[src/rtl/cplx_mult_pipe.sv]
// rtl/cplx_mult_pipe.sv - pipelined signed complex multiplier with rescale and saturation
// Fixed latency of STAGES clocks from a fired operand pair to its valid result.
module cplx_mult_pipe #(
  parameter int OPERAND_WIDTH_A   = 16,
  parameter int OPERAND_WIDTH_B   = 16,
  parameter int OPERAND_WIDTH_OUT = 16,
  parameter int STAGES            = 6,
  parameter int BLOCKING          = 0,
  parameter int GROWTH_BITS       = 0
) (
  input  logic                             clk_i,
  input  logic                             rst_i,
  input  logic [2*OPERAND_WIDTH_A-1:0]     s_axis_a_tdata,
  input  logic                             s_axis_a_tvalid,
  input  logic [2*OPERAND_WIDTH_B-1:0]     s_axis_b_tdata,
  input  logic                             s_axis_b_tvalid,
  output logic [2*OPERAND_WIDTH_OUT-1:0]   m_axis_dout_tdata,
  output logic                             m_axis_dout_tvalid
);

  localparam int WA  = OPERAND_WIDTH_A;
  localparam int WB  = OPERAND_WIDTH_B;
  localparam int WO  = OPERAND_WIDTH_OUT;
  localparam int FW  = WA + WB + 1;
  localparam int SH  = FW - WO + GROWTH_BITS;
  localparam int SHR = (SH > 0) ? SH : 0;
  localparam int SHL = (SH < 0) ? -SH : 0;
  localparam int XW  = FW + SHL;
  localparam int CW  = XW + WO + 1;

  localparam logic signed [CW-1:0] SAT_MAX = {{(CW-WO+1){1'b0}}, {(WO-1){1'b1}}};
  localparam logic signed [CW-1:0] SAT_MIN = {{(CW-WO+1){1'b1}}, {(WO-1){1'b0}}};

  logic              fire;
  logic [2*WA-1:0]   a_sel;
  logic [2*WB-1:0]   b_sel;

  generate
    if (BLOCKING != 0) begin : g_blocking
      logic            pend_a;
      logic            pend_b;
      logic [2*WA-1:0] hold_a;
      logic [2*WB-1:0] hold_b;

      // A fresh arrival always takes priority over the held copy (newest wins).
      assign fire  = (s_axis_a_tvalid | pend_a) & (s_axis_b_tvalid | pend_b);
      assign a_sel = s_axis_a_tvalid ? s_axis_a_tdata : hold_a;
      assign b_sel = s_axis_b_tvalid ? s_axis_b_tdata : hold_b;

      always_ff @(posedge clk_i) begin
        if (rst_i) begin
          pend_a <= 1'b0;
          pend_b <= 1'b0;
          hold_a <= '0;
          hold_b <= '0;
        end else if (fire) begin
          pend_a <= 1'b0;
          pend_b <= 1'b0;
        end else begin
          if (s_axis_a_tvalid) begin
            pend_a <= 1'b1;
            hold_a <= s_axis_a_tdata;
          end
          if (s_axis_b_tvalid) begin
            pend_b <= 1'b1;
            hold_b <= s_axis_b_tdata;
          end
        end
      end
    end else begin : g_paired
      assign fire  = s_axis_a_tvalid & s_axis_b_tvalid;
      assign a_sel = s_axis_a_tdata;
      assign b_sel = s_axis_b_tdata;
    end
  endgenerate

  logic [2*WA-1:0]   a_s1;
  logic [2*WB-1:0]   b_s1;
  logic [STAGES-1:0] vld_sr;

  always_ff @(posedge clk_i) begin
    if (rst_i) begin
      a_s1   <= '0;
      b_s1   <= '0;
      vld_sr <= '0;
    end else begin
      if (fire) begin
        a_s1 <= a_sel;
        b_s1 <= b_sel;
      end
      vld_sr <= {vld_sr[STAGES-2:0], fire};
    end
  end

  logic signed [FW-1:0] ar, ai, br, bi;
  logic signed [FW-1:0] re_full, im_full;

  // Operands are widened to the full product width so the sums stay exact.
  assign ar = FW'($signed(a_s1[WA-1:0]));
  assign ai = FW'($signed(a_s1[2*WA-1:WA]));
  assign br = FW'($signed(b_s1[WB-1:0]));
  assign bi = FW'($signed(b_s1[2*WB-1:WB]));

  assign re_full = ar * br - ai * bi;
  assign im_full = ar * bi + ai * br;

  function automatic logic [WO-1:0] rescale(input logic signed [FW-1:0] v);
    logic signed [XW-1:0] x;
    logic signed [CW-1:0] w;
    x = XW'(v);
    x = (x >>> SHR) <<< SHL;
    w = CW'(x);
    if (w > SAT_MAX) begin
      rescale = SAT_MAX[WO-1:0];
    end else if (w < SAT_MIN) begin
      rescale = SAT_MIN[WO-1:0];
    end else begin
      rescale = w[WO-1:0];
    end
  endfunction

  logic [2*WO-1:0] res_pipe [0:STAGES-2];

  always_ff @(posedge clk_i) begin
    if (rst_i) begin
      for (int i = 0; i < STAGES - 1; i++) begin
        res_pipe[i] <= '0;
      end
    end else begin
      res_pipe[0] <= {rescale(im_full), rescale(re_full)};
      for (int i = 1; i < STAGES - 1; i++) begin
        res_pipe[i] <= res_pipe[i-1];
      end
    end
  end

  assign m_axis_dout_tdata  = res_pipe[STAGES-2];
  assign m_axis_dout_tvalid = vld_sr[STAGES-1];

endmodule

[config.mk]
export PLATFORM = sky130hd
export DESIGN_NAME = cplx_mult_pipe
export DESIGN_NICKNAME = d
export VERILOG_FILES = /design/src/rtl/cplx_mult_pipe.sv
export SDC_FILE = /design/constraint.sdc
export NUM_CORES = 2
export LEC_CHECK = 0
export ABC_CLOCK_PERIOD_IN_PS = 7400
export BUFFER_PORTS_ARGS = -buffer_cell sky130_fd_sc_hd__buf_2
export CORE_ASPECT_RATIO = 1.2
export CORE_MARGIN = 2
export CORE_UTILIZATION = 61
export CTS_BUF_LIST = sky130_fd_sc_hd__clkbuf_4
export CTS_CLUSTER_DIAMETER = 30
export DETAILED_ROUTE_END_ITERATION = 7
export PLACE_DENSITY_LB_ADDON = 0.25
export SLEW_MARGIN = 20
export SYNTH_ARGS = -nofsm -noshare
export SYNTH_HDL_FRONTEND = slang
export SYNTH_SLANG_ARGS = --single-unit
[constraint.sdc]
create_clock -name clk_i -period 7.4 [get_ports clk_i]
set_clock_uncertainty 0.1 [all_clocks]
set_input_delay 1.48 -clock clk_i [delete_from_list [all_inputs] [get_ports clk_i]]
set_output_delay 1.48 -clock clk_i [all_outputs]
set_load 0.05 [all_outputs]
Word-level counts from Yosys, hierarchy flattened
Memory sizes are Yosys's and may differ from the RTL's.
Cells that the tools add are included.

storage, ports and cells
  flip-flop bits (word level) = 70
  bits in writable memories = 160
  input port bits = 68
  output and inout bits = 33
  word-level logic and storage cells = 34
  memories = 1

memory list
  memory    words  width  read ports  clocked after Yosys merged registers in  wr ports  line  source
  res_pipe  5      32     5           0                                        5         122   logic [2*WO-1:0] res_pipe [0:STAGES-2];

operators by class
  add/sub/neg operators = 2
  multiply operators = 4
  $lt $le $gt $ge = 4
  multiplexer cells = 14
  bitwise gates (word level) = 6

operators by type and width
  cell                                                   number
  32-bit 2-to-1 mux                                      5
  16-bit by 16-bit multiplier with 32-bit output         4
  16-bit 2-to-1 mux                                      6
  32-bit by 32-bit adder with 33-bit output              1
  32-bit by 32-bit subtractor with 33-bit output         1
  16-bit greater-than comparator, second input constant  2
  16-bit less-than comparator, second input constant     2
  1-bit bitwise OR                                       5
  1-bit 2-to-1 mux                                       3
  1-bit bitwise AND                                      1

Longest topological paths before layout
  depth after elaboration = 7
  depth in mapped cells = 26

Worst setup path after synthesis
Ideal clock, no wire load.

  kind = register to register
  start point = register a_s1[31]
  end point = memory res_pipe[0][5] in the netlist's numbering
  setup time = 0.123 ns
  arrival = 7.324 ns
  data required time = 7.177 ns
  setup slack = -0.147 ns
  cell stages (with the launch flop) = 25
  buffers on the path = 1
  cell sequence = dfxtp_1 clkbuf_1 nand2_1 inv_1 fa_1 inv_1 fa_1 inv_1 fa_1 inv_1 fa_1 fa_1 fa_1 fa_1 inv_1 fa_1 inv_1 ha_1 and3_1 o31a_1 a211oi_4 o211ai_1 a21o_1 a21oi_1 mux2_1

RTL lines
  item                    line  source
  start, declared         77    logic [2*WA-1:0] a_s1;
  start signal, assigned  88    a_s1 <= a_sel;
  end, declared           122

==> results.md <==
* Pin count of the biggest net entering global routing at approximately 130
* Mapped cell area at 0.0469 sq mm
* Post-synth EDFFs at 0
* RSZ-0062 raised after global routing: true
* Sequential share of the synthesized area at under 10%
* Share of cells above drive strength 1 at ~14%
* Critical path type: flop to flop
* Tcrit/Tclk final at approximately 99%
* Yosys reg bits at 230
* Final WS setup at roughly 110 ps
* Async set-or-reset flop fraction in the synthesized netlist at 0%
* Bufs on Longest Clock Path at 3
* # IOs at roughly 100
* Drt total wl at ~120000 um
* TritonCTS clock tree: done
* Hold path depth at 1
* Total Die Area at 0.0792 sq mm
* Starting density of the core at between 60% and 70%
* CTS H-tree depth at 3
* FP Rows at about 110
* Run status: complete, no violations
* Setup violations, final at 0
* Global routing usage summed across all routing layers at between 30% and 40%
* Reg-to-reg slack, setup at roughly 110 ps
* Mapped Cells at 4961
* PortBufs at 100
* Dpl cells at 6102
* R2R cell count at 26
* DR iter-0 viols at roughly 2600
* Clock transition at path regs at about 60 ps
* Die W at 257 um
* Crit path required time at between 7000 and 8000 ps
* Commonest non-fill, non-tap cells in the layout: 1284 x inv_1, 1144 x fa_1, 575 x nand2_1, 517 x and2_1, 285 x ha_1
* Reg2reg end: res_pipe[0][15]
* Leakage at 26.5 nW
* Worst setup SP type: flop
* DR WL/cell at slightly below 20 um
* Total grt overflow at 0
* Final non-filler cell total at around 6300
* Worst skew pair latency at a little under 900 ps
* HPWL Detailed at approximately 100000 um
* Worst vdd ir at approximately 0.46 mV
* Placer Congestion at approximately 0.95
* Critical R2R Launch: a_s1[15]
* First-pass GRT wire length at between 150000 and 200000 um
* Fmax at roughly 0.14 GHz
* Final Hold Vio Count at 0
* Pwr/cell area at approximately 170 mW/mm^2
* Critical Path Sink Type: flop
* Core Footprint at roughly 0.076 sq mm
* Data arrival, critical path at 7850 ps
* CTS Hold Bufs at 0
* DRT antenna net count at 0
* Clk sinks at between 200 and 250
* Crit path time final at 7290 ps
* Final hold slack at approximately 330 ps
* Root buffer cell: clkbuf_4
* Max-cap violation count at 0
* Yosys cell types at slightly above 60
* DR vias at 33697
* Worst-Margin Slew at roughly 900 ps
* Antenna violations before repair at 5
* Worst Path Max Fanout at 17
* Critical path capture point: res_pipe[0][15]
* Slew headroom at roughly 40%
* Area Growth Syn to Fin at 12.6%
* Ys Warns at 0
* TritonCTS buffer count at just under 70
* CP startpoint: a_s1[15]
* Vias in the first global route at between 30000 and 40000
* HP Class: flop to flop
* Chip height at around 300 um
* Syn_nets at about 6500
* Synth Flop Type: dfxtp_1
* Avg Cell Area, Syn at roughly 9.5 sq um
* Pre-CTS setup slack at -178 ps
* Commonest non-fill, non-tap cell in the layout: inv_1
* Final #Nets at between 6000 and 7000
* Residual DRC at 0
* First-pass iteration count of the detailed router at 6
* Fin. max-slew vios at 0
* Via-per-instance ratio at approximately 5.4
stage by stage:
step                setup TNS, ps  cell area [sq um]  util [%]  total power, W
finish                          0              52800      69.3         0.00921
global route                 -399              52800      69.3         0.00997
global placement             -164              50500      66.2         0.00681
floorplan                       0              47000         -         0.00498
detailed placement           -935              50500      66.2         0.00695
CTS                         -31.6              51500      67.5         0.00840
worst max-delay path, stage by stage (launching register included):
cell and delay, ps:
dfxtp_2 330, buf_12 150, nand2_2 80, inv_2 60, fa_1 540, inv_2 60
fa_1 550, inv_2 50, fa_2 580, clkinvlp_4 150, buf_4 160, fa_1 480
inv_1 70, fa_1 520, fa_1 440, fa_1 510, inv_1 70, fa_1 480
inv_1 60, ha_4 270, and3_1 190, nand3_2 110, or4_4 540, a311oi_2 220
buf_4 160, or4_1 90, a21oi_1 60
registers in the layout (all words and copies together) (netlist names):
signal    cells
res_pipe    160
a_s1         32
vld_sr        6
b_s1         32
logic make-up after synthesis:
kind of cell / after synthesis / synth area share, %
mux: 5 / 0.117
buf+inv: 1567 / 12.8
simple gates: 1419 / 15.4
xor+xnor: 52 / 0.970
fa+ha+maj: 1474 / 58.0
compound gates: 214 / 2.91
flops: 230 / 9.81
Yosys cell counts, types with 10 or more instances:
cell      count  area (sq um)
nor3_1       15          75.1
ha_1        302          3780
o21ai_0      23           115
inv_1      1297          4870
nand2_1     581          2180
o211ai_1     12          90.1
a21o_1       21           158
and2_1      524          3280
buf_4        32           240
nand3_1      17          85.1
clkbuf_1    231           867
xnor2_1      44           385
a211oi_1     10          75.1
dfxtp_1     230          4600
nor2_1       78           293
nand2b_1     27           169
nor2b_1     139           870
fa_1       1172         23500
a21oi_1      99           495
per-layer routing:
layer / wire [um] / GRT usage, % / up-vias
met3: 10000 / 5.43 / 408
met2: 61300 / 55.5 / 1470
met5: 11 / 0 / -
met4: 9780 / 20.6 / 2
met1: 43700 / 39.4 / 17208
li1: - / - / 14609
worst min-delay path by stage:
stage               startpoint               end  slack, ps
2_1_floorplan  res_pipe[0][68]  res_pipe[0][100]        310
6_report       res_pipe[0][50]   res_pipe[0][82]        330
5_1_grt        res_pipe[0][50]   res_pipe[0][82]        340
3_3_place_gp   res_pipe[0][98]  res_pipe[0][130]        320
4_1_cts        res_pipe[0][50]   res_pipe[0][82]        330
3_5_place_dp   res_pipe[0][41]   res_pipe[0][73]        320
power breakdown:
part	switching, W	internal (W)
clock	0.000627	0.000688
combinational	0.00341	0.00300
sequential	0.0000646	0.00141
total	0.00411	0.00510
cell type report:
cell class	count	area [sq um]
multi-input cells	3164	36900
fillers	5750	23400
inverters	1297	4880
repair buffers	448	4210
well taps	1017	1270
clock inverters	34	244
flip-flops and latches	230	4690
diodes	3	7.51
clock buffers	90	676
what timing repair did:
action                     4_1_cts  5_1_grt
gates resized for setup         15      212
setup endpoints to repair       18       29
gates cloned                     0       12
pin swaps                        6       94
setup buffers                    4       38
Note: power is estimated with default switching activity, not from simulation.
